File: config.mk
export PLATFORM = sky130hd
export DESIGN_NAME = keypad_matrix_scan
export DESIGN_NICKNAME = d
export VERILOG_FILES = /design/src/rtl/keypad_matrix_scan_pkg.sv /design/src/rtl/keypad_frame_sampler.sv /design/src/rtl/keypad_matrix_scan.sv
export SDC_FILE = /design/constraint.sdc
export NUM_CORES = 1
export LEC_CHECK = 0
export BUFFER_PORTS_ARGS = -buffer_cell sky130_fd_sc_hd__buf_2
export CAP_MARGIN = 30
export CORE_ASPECT_RATIO = 0.9
export CORE_MARGIN = 8
export CORE_UTILIZATION = 40
export CTS_BUF_LIST = sky130_fd_sc_hd__clkbuf_8
export CTS_CLUSTER_SIZE = 16
export DETAILED_ROUTE_END_ITERATION = 12
export HOLD_SLACK_MARGIN = 0.12
export REMOVE_ABC_BUFFERS = 1
export SYNTH_ARGS = -nofsm -noshare
export SYNTH_HDL_FRONTEND = slang
export SYNTH_SLANG_ARGS = --single-unit
File: constraint.sdc
create_clock -name clk -period 2.2 [get_ports clk]
set_input_delay 0.11 -clock clk [delete_from_list [all_inputs] [get_ports clk]]
set_output_delay 0.11 -clock clk [all_outputs]
set_load 0.01 [all_outputs]
File: src/rtl/keypad_matrix_scan_pkg.sv
// Shared definitions for the 4x4 keypad scanner: matrix size, FSM state
// encoding and the frame-result convention (valid bit alongside a 4-bit code).
package keypad_matrix_scan_pkg;

   localparam int NUM_ROWS = 4;
   localparam int NUM_COLS = 4;

   typedef enum logic [1:0] {
      ST_IDLE     = 2'd0,
      ST_DEBOUNCE = 2'd1,
      ST_HELD     = 2'd2,
      ST_RELEASE  = 2'd3
   } kp_state_t;

   // A frame result of "no key" is hit=0; code is then don't-care (driven 0).
   typedef struct packed {
      logic       hit;
      logic [3:0] code;
   } frame_result_t;

   // Key code is row-major: row*4 + col.
   function automatic logic [3:0] make_code(input logic [1:0] row, input logic [1:0] col);
      return {row, col};
   endfunction

endpackage

File: src/rtl/keypad_frame_sampler.sv
// Row strobing and per-frame priority encoding. One row is driven low per
// tick; the first closed switch in row-major order wins for the frame.
// The frame result is presented combinationally on the tick that samples the
// last row, so the debounce FSM updates on that same edge.
module keypad_frame_sampler
   import keypad_matrix_scan_pkg::*;
(
   input  logic       clk,
   input  logic       rst,
   input  logic       tick,
   input  logic [3:0] col_in,
   output logic [3:0] n_row,
   output logic       frame_done,
   output logic       frame_hit,
   output logic [3:0] frame_code
);

   localparam logic [1:0] LAST_ROW = 2'(NUM_ROWS - 1);

   logic [1:0] row_reg;
   logic [1:0] row_next;
   logic [3:0] n_row_reg;
   logic       hit_reg;
   logic [3:0] code_reg;
   logic       row_hit;
   logic [1:0] row_col;

   // Lowest-numbered closed column on the currently driven row (col_in is active-low).
   always_comb begin
      row_hit = 1'b0;
      row_col = 2'd0;
      for (int c = NUM_COLS - 1; c >= 0; c--) begin
         if (!col_in[c]) begin
            row_hit = 1'b1;
            row_col = c[1:0];
         end
      end
   end

   assign row_next   = row_reg + 2'd1;
   assign frame_done = tick && (row_reg == LAST_ROW);
   // An earlier row in this frame always beats the row being sampled now.
   assign frame_hit  = hit_reg | row_hit;
   assign frame_code = hit_reg ? code_reg : (row_hit ? make_code(row_reg, row_col) : 4'd0);
   assign n_row      = n_row_reg;

   // Advance the row on each tick and accumulate the first hit of the frame.
   always_ff @(posedge clk) begin
      if (rst) begin
         row_reg   <= 2'd0;
         n_row_reg <= 4'b1110;
         hit_reg   <= 1'b0;
         code_reg  <= 4'd0;
      end else if (tick) begin
         row_reg   <= row_next;
         n_row_reg <= ~(4'b0001 << row_next);
         if (row_reg == LAST_ROW) begin
            hit_reg  <= 1'b0;
            code_reg <= 4'd0;
         end else if (!hit_reg && row_hit) begin
            hit_reg  <= 1'b1;
            code_reg <= make_code(row_reg, row_col);
         end
      end
   end

endmodule

File: src/rtl/keypad_matrix_scan.sv
// 4x4 keypad scanner top: frame sampler plus a frame-rate debounce FSM that
// reports each accepted press once (key_code + one-cycle key_valid) and
// holds key_down through the release debounce.
module keypad_matrix_scan
   import keypad_matrix_scan_pkg::*;
#(
   parameter int DEBOUNCE_FRAMES = 4
)(
   input  logic       clk,
   input  logic       rst,
   input  logic       tick,
   input  logic [3:0] col_in,
   output logic [3:0] n_row,
   output logic [3:0] key_code,
   output logic       key_valid,
   output logic       key_down
);

   localparam logic [3:0] DF     = 4'(DEBOUNCE_FRAMES);
   localparam bit         SINGLE = (DEBOUNCE_FRAMES == 1);

   logic       frame_done;
   logic       frame_hit;
   logic [3:0] frame_code;

   kp_state_t  state_reg;
   logic [3:0] cnt_reg;
   logic [3:0] cnt_inc;
   logic [3:0] cand_reg;
   logic [3:0] key_code_reg;
   logic       key_valid_reg;
   logic       key_down_reg;

   keypad_frame_sampler u_sampler (
      .clk        (clk),
      .rst        (rst),
      .tick       (tick),
      .col_in     (col_in),
      .n_row      (n_row),
      .frame_done (frame_done),
      .frame_hit  (frame_hit),
      .frame_code (frame_code)
   );

   assign cnt_inc = cnt_reg + 4'd1;

   // Debounce FSM, stepped once per completed frame; outputs are registered here too.
   always_ff @(posedge clk) begin
      if (rst) begin
         state_reg     <= ST_IDLE;
         cnt_reg       <= 4'd0;
         cand_reg      <= 4'd0;
         key_code_reg  <= 4'd0;
         key_valid_reg <= 1'b0;
         key_down_reg  <= 1'b0;
      end else begin
         key_valid_reg <= 1'b0;
         if (frame_done) begin
            case (state_reg)
               ST_IDLE: begin
                  if (frame_hit) begin
                     cand_reg <= frame_code;
                     if (SINGLE) begin
                        state_reg     <= ST_HELD;
                        cnt_reg       <= 4'd0;
                        key_code_reg  <= frame_code;
                        key_valid_reg <= 1'b1;
                        key_down_reg  <= 1'b1;
                     end else begin
                        state_reg <= ST_DEBOUNCE;
                        cnt_reg   <= 4'd1;
                     end
                  end
               end
               ST_DEBOUNCE: begin
                  if (!frame_hit) begin
                     state_reg <= ST_IDLE;
                     cnt_reg   <= 4'd0;
                  end else if (frame_code == cand_reg) begin
                     cnt_reg <= cnt_inc;
                     if (cnt_inc == DF) begin
                        state_reg     <= ST_HELD;
                        key_code_reg  <= cand_reg;
                        key_valid_reg <= 1'b1;
                        key_down_reg  <= 1'b1;
                     end
                  end else begin
                     // Key changed while bouncing: restart on the new candidate.
                     cand_reg <= frame_code;
                     cnt_reg  <= 4'd1;
                  end
               end
               ST_HELD: begin
                  // Any key keeps us here; a new press needs a full release first.
                  if (!frame_hit) begin
                     if (SINGLE) begin
                        state_reg    <= ST_IDLE;
                        cnt_reg      <= 4'd0;
                        key_down_reg <= 1'b0;
                     end else begin
                        state_reg <= ST_RELEASE;
                        cnt_reg   <= 4'd1;
                     end
                  end
               end
               ST_RELEASE: begin
                  if (frame_hit) begin
                     state_reg <= ST_HELD;
                  end else begin
                     cnt_reg <= cnt_inc;
                     if (cnt_inc == DF) begin
                        state_reg    <= ST_IDLE;
                        key_down_reg <= 1'b0;
                     end
                  end
               end
               default: begin
                  state_reg    <= ST_IDLE;
                  cnt_reg      <= 4'd0;
                  key_down_reg <= 1'b0;
               end
            endcase
         end
      end
   end

   assign key_code  = key_code_reg;
   assign key_valid = key_valid_reg;
   assign key_down  = key_down_reg;

endmodule

# Yosys cells after proc, flatten, opt, wreduce, memory -nomap -nowiden
# Index checks and enable logic that the tools add are counted.
[op_classes] add_sub_neg=2 n_shift=1 n_mux=39 n_eq_ne=17 reduce_logical=14 bitwise=6
[op_table] cell="4-bit 2-to-1 mux" count=12
[op_table] cell="2-bit 2-to-1 mux" count=11
[op_table] cell="2-bit != test (second input constant)" count=8
[op_table] cell="4-bit one-hot mux with 4 select lines" count=1
[op_table] cell="1-bit 2-to-1 mux" count=12
[op_table] cell="5-bit AND reduction" count=2
[op_table] cell="3-bit != test (second input constant)" count=3
[op_table] cell="2-bit one-hot mux with 4 select lines" count=1
[op_table] cell="4-bit one-hot mux with 2 select lines" count=1
[op_table] cell="7-bit AND reduction" count=1
[op_table] cell="2-bit == test (second input constant)" count=3
[op_table] cell="6-bit AND reduction" count=1
[op_table] cell="2-bit nonzero test" count=3
[op_table] cell="5-bit OR reduction" count=1
[op_table] cell="4-bit by 1-bit adder with 4-bit output (second input constant)" count=1
[op_table] cell="4-bit by 3-bit == test with 1-bit output (second input constant)" count=1
[op_table] cell="4-bit == test" count=1
[op_table] cell="1-bit inverter" count=4
[op_table] cell="4-bit inverter" count=1
[op_table] cell="4-bit AND reduction" count=1
[op_table] cell="1-bit by 2-bit left shift with 4-bit output (first input constant)" count=1
[op_table] cell="2-bit by 1-bit adder with 2-bit output (second input constant)" count=1
[op_table] cell="2-bit by 1-bit == test with 1-bit output (second input constant)" count=1
[op_table] cell="1-bit logical AND" count=2
[op_table] cell="other kinds (5)" count=5
[totals] register_bits=27

# Logic depth before layout (Yosys ltp)
[logic_depth] depth_word=10 ltp_mapped=7 ltp_nobuf=6

# Modules after synthesis
# A second synthesis with hierarchy kept.
[hier_totals] cells_unflattened=167 hier_area_um2=1488.9
[modules_own_cells] mod="keypad_matrix_scan" area_per_inst_um2=870.8 n_inst=1 seq_area_each_um2=320.3 cells_each=98
[modules_own_cells] mod="keypad_frame_sampler" area_per_inst_um2=618.1 n_inst=1 seq_area_each_um2=220.2 cells_each=69

# Least setup slack after synthesis
# OpenSTA, ideal clock, no wires.
[synth_path] path_kind="reg-to-reg" startpoint="reg u_sampler.row_reg[0]" endpoint="reg cand_reg[0]" synth_period_minus_slack_ns=1.818 setup_ns=0.139 path_stages_with_launch=6 t_arrival_ns=1.679 slack_ns=0.382 path_cell_list="dfxtp_1 inv_1 o41ai_2 o22ai_2 o41ai_4 a221oi_1"
[synth_between] elab_chain_len=5 elab_cells_between_ends=7 cone_classes="3 x eq/ne; 2 x mux; 2 x reduce/logical"
[synth_rtl] element="start, declared" line="keypad_frame_sampler.sv:20" text="logic [1:0] row_reg;"
[synth_rtl] element="start signal, assigned" line="keypad_frame_sampler.sv:55" text="row_reg <= row_next;"
[synth_rtl] element="4-bit 2-to-1 mux (2 in series)" line="keypad_frame_sampler.sv:44" text="assign frame_code = hit_reg ? code_reg : (row_hit ? make_code(row_reg, row_col) : 4'd0);"
[synth_rtl] element="4-bit == test" line="keypad_matrix_scan.sv:79" text="end else if (frame_code == cand_reg) begin"
[synth_rtl] element="2-bit != test (no line)"
[synth_rtl] element="5-bit AND reduction (no line) (*)"
[synth_rtl] element="end signal, assigned" line="keypad_matrix_scan.sv:62" text="cand_reg <= frame_code;"
[synth_rtl] element="end signal, assigned" line="keypad_matrix_scan.sv:89" text="cand_reg <= frame_code;"
[synth_rtl] element="end, declared" line="keypad_matrix_scan.sv:29" text="logic [3:0] cand_reg;"
# Every way passes the cells marked *; elsewhere a longest branch is shown, timed or not.
# A chain may end at the register's enable or synchronous reset.

# Final worst setup path
[layout_path] startpoint="reg u_sampler.row_reg[1]" endpoint="reg cand_reg[3]"
[layout_between] elab_chain_len=5 elab_cells_between_ends=11 cone_classes="3 x eq/ne; 6 x mux; 2 x reduce/logical"
[layout_rtl] element="4-bit 2-to-1 mux (2 in series)" line="keypad_frame_sampler.sv:44"
[layout_rtl] element="4-bit == test / 4-bit 2-to-1 mux (equally long branches)" line="keypad_matrix_scan.sv:79"
[layout_rtl] element="2-bit != test (no line) / 4-bit 2-to-1 mux (equally long branches)"
[layout_rtl] element="5-bit AND reduction (no line) / 4-bit one-hot mux with 2 select lines (equally long branches)"
# Several ways; a longest one is shown, not always the timed one. The select of a mux whose other input is x is not followed.

==> results.env <==
NUM_IO_PINS=17
CRITICAL_PATH.ENDPOINT_TYPE='flip-flop'
FF2FF_PATH_DEPTH=5
CORE.ROWCOUNT=22
FP.DIEH_UM=76.1
DRT_WL_TOTAL_UM=3830
N_ANTENNA_CELL=0
CRITICAL_PATH.STARTPOINT='u_sampler.row_reg[1]'
OVERFLOW=0
NUMPORTBUFFERS=16
CRIT_PATH_MAX_FANOUT=8
HOLD_PATH.CLASS='input port to flip-flop'
FINALNONFILLERCELLS=243
CLOCKBUFFERDEPTH=2
GLOBALPLACE.CONGESTION=0.808
TIMING.CRITICAL_PATH.SLOWEST_CELL_DELAY_PS=520
FIRST_PASS_ITERS=4
PATH_CLASS='flip-flop to flip-flop'
CTS_TREE='built'
HTREEDEPTH=1
START_UTIL=0.406
FINAL_CELL_AREA_UM2=1790
FIRST_GLOBAL_VIAS=1441
WL_PER_CELL_UM=15.7
PLACE_AREA_UM2=1740
SYNTH_EDF_COUNT=0
WORST-PATH-BUF-INV=1
CRITPATHREQUIREDTIME_PS=2350
DRT-VIAS-PER-INSTANCE=5.90
YOSYS-TOP-CELLS-AREA='sky130_fd_sc_hd__dfxtp_1 34%, sky130_fd_sc_hd__ha_1 6.2%, sky130_fd_sc_hd__nand2_1 5.1%'
SYNTH.CELL_AREA_UM2=1610
CTS_INSERTED_BUFFERS=3
HOLD_VIOLATIONS=0
GRT_SETUP_UNREPAIRED='no'
ANTENNA_LEFT=0
YS_ASYNC_SR_FRACTION=0
SLEW_HEADROOM=0.530
FINAL_LAYOUT_SIZE_SUFFIX_GT1_FRAC=0.200
TIMING_MAX_TRANSITION_VIOLATIONS_FINAL=0
WORST_CLOCK_SKEW_PS=3.54
VIA_COUNT=1434
FINAL_SETUP_FAILS=0
WORSTREG2REGSTART='u_sampler.row_reg[1]'
P_TOTAL_mW=0.995
REGISTER_BIT_TOTAL_FROM_SYNTHESIS=27
R2R-END='cand_reg[3]'
SYNTH_CELLS=178
ANTENNA_FOUND_INITIAL=0
DPL_WORST_SLACK_PS=139
MAX-VDD-IR-DROP_uV=399
WORST_SETUP_PATH_ENDPOINT='cand_reg[3]'
WORST_MARGIN_SLEW_PS=695
GR-USAGE-ALL-LAYERS=0.124
POST-ROUTE-UTIL=0.450
CHIPWIDTH_UM=82.8
DRV_CAP=0
AREA_GROWTH_PCT=11.1
YOSYS.CELL_TYPES.COUNT=50
YOSYS.AREA.TOP_TYPE='sky130_fd_sc_hd__dfxtp_1'
FIRST_ITER_VIOLATIONS=198
CLKTRANSATPATHREGS_PS=100
DESIGN.FINAL.NETS=211
PATH_DEPTH=5
CLOCK-ROOT-BUFFER='sky130_fd_sc_hd__clkbuf_8'
POST_CTS_RESIZE_COUNT=0
YS.WARNINGS.COUNT=0
HOLD_WS_PS=144
SEQUENTIAL_CELL_AREA_FRACTION_IN_THE_YOSYS_REPORT=0.336
SETUP_SLACK_PS=141
DESIGN.DIE.AREA_UM2=6310
PERIOD_MINUS_SLACK_PS=2060
CTS.SINKS=27
SYNTH.AVG_CELL_AREA_UM2=9.03
WORSTSETUPSTARTPOINTTYPE='flip-flop'
GRT_PASS1_WL_UM=6730
CRITICAL_PATH.SLOWEST_CELL='sky130_fd_sc_hd__dfxtp_1'
CTS_HOLD_BUF=0
CLOCK.FMAX_MHz=486
SETUP.REG_TO_REG.WORST_SLACK_PS=140
CP.ARRIVAL_PS=2210
DP_HPWL_UM=2920
YOSYS.AREA.TOP_TYPE_SHARE=0.336
CRIT_FAMILY='compound AO/OA/AOI/OAI gates'
SYNTH_FLOP_CELL='sky130_fd_sc_hd__dfxtp_1'
PWR_DENSITY_CELL_nW_PER_UM2=557
DRCVIOLATIONCOUNT=0
PIN_COUNT_OF_THE_BIGGEST_NET_ENTERING_GLOBAL_ROUTING=17
MIN_PERIOD_OVER_PERIOD=0.936
TOTAL_LEAKAGE_POWER_nW=0.689
CLOCK_INSERTION_DELAY_AT_THE_LATER_PIN_OF_THE_SKEW_REPORT_PS=280
TOTAL_CORE_AREA_UM2=3960
PLACED_CELLS_INCL_TAPS=239
FIN_TNS_SETUP_PS=0
STATUS='finished, final reports clean'
POSTCTSSETUPREPAIRBUFS=0
TIMING.CRITICAL_PATH.CELLS='inv_1 > o41ai_2 > o22ai_2 > o41ai_4 > a221oi_1'
-- synthesized netlist by cell type (all sizes together), types with 2 or more instances --
cell,n
a221oi,6
nor3,6
mux2i,8
a211oi,4
o31ai,2
a41oi,2
dfxtp,27
and2,2
a22o,2
nand4,3
clkbuf,5
a21o,2
and4,2
o41ai,4
xnor2,5
a21oi,3
o21ai,6
nor2,16
o211ai,4
inv,11
nand3,7
ha,8
nand2,23
buf,2
-- logic make-up after synthesis --
family	synth area share
adder cells (fa/ha/maj)	0.0685
AO/OA/AOI/OAI	0.256
AND/OR/NAND/NOR	0.205
multiplexers	0.0498
flip-flops	0.336
buffers and inverters	0.0514
XOR/XNOR	0.0327
-- power by group --
part,switching (mW),internal (mW),leakage (nW),total (mW)
Clock,0.170,0.129,0.0217,0.299
Combinational,0.107,0.0637,0.448,0.171
Sequential,0.0212,0.504,0.219,0.525
Total,0.298,0.697,0.689,0.995
-- cell usage in the layout, fill, tap and decap left out, types with 2 or more instances in the layout --
cell,synthesis,routed
sky130_fd_sc_hd__mux2i_1,8,8
sky130_fd_sc_hd__nand2_1,22,22
sky130_fd_sc_hd__o21ai_0,6,6
sky130_fd_sc_hd__clkbuf_8,0,3
sky130_fd_sc_hd__nand4_1,2,2
sky130_fd_sc_hd__nor2_1,16,16
sky130_fd_sc_hd__a21oi_1,3,3
sky130_fd_sc_hd__nor3_1,6,6
sky130_fd_sc_hd__o41ai_2,2,2
sky130_fd_sc_hd__a22o_2,2,2
sky130_fd_sc_hd__nand3_1,7,7
sky130_fd_sc_hd__xnor2_1,5,5
sky130_fd_sc_hd__inv_1,11,11
sky130_fd_sc_hd__buf_2,0,16
sky130_fd_sc_hd__dfxtp_1,27,27
sky130_fd_sc_hd__a221oi_2,2,2
sky130_fd_sc_hd__ha_1,8,8
sky130_fd_sc_hd__and2_1,2,2
sky130_fd_sc_hd__o211ai_1,4,4
sky130_fd_sc_hd__buf_4,0,4
sky130_fd_sc_hd__a21o_1,2,2
sky130_fd_sc_hd__a211oi_1,4,4
sky130_fd_sc_hd__a221oi_1,4,4
-- routing by layer --
| layer | track usage | wire (µm) | vias up | share of wire |
|---|---|---|---|---|
| met5 | 0 | 0 | - | 0 |
| met4 | 0.0596 | 59 | 0 | 0.015 |
| met3 | 0.0224 | 141 | 7 | 0.037 |
| met2 | 0.211 | 1840 | 47 | 0.48 |
| met1 | 0.144 | 1780 | 683 | 0.47 |
| li1 | - | - | 697 | - |
-- worst min path at each step --
stage	startpoint	cells after the start	to	slack, ps
6_report	rst	2	u_sampler.code_reg[2]	140
5_1_grt	rst	2	u_sampler.code_reg[3]	150
4_1_cts	rst	2	cnt_reg[0]	130
3_5_place_dp	rst	2	u_sampler.code_reg[2]	430
3_3_place_gp	rst	2	u_sampler.code_reg[3]	420
2_1_floorplan	rst	1	key_down	180
-- layout make-up --
| class | instances | area, µm² |
|---|---|---|
| inverters | 11 | 41.3 |
| repair buffers | 20 | 110 |
| flip-flops and latches | 27 | 541 |
| clock inverters | 1 | 7.51 |
| well taps | 48 | 60.1 |
| fillers | 414 | 2180 |
| clock buffers | 3 | 41.3 |
| multi-input cells | 133 | 985 |
(Power assumes the default switching activity.)
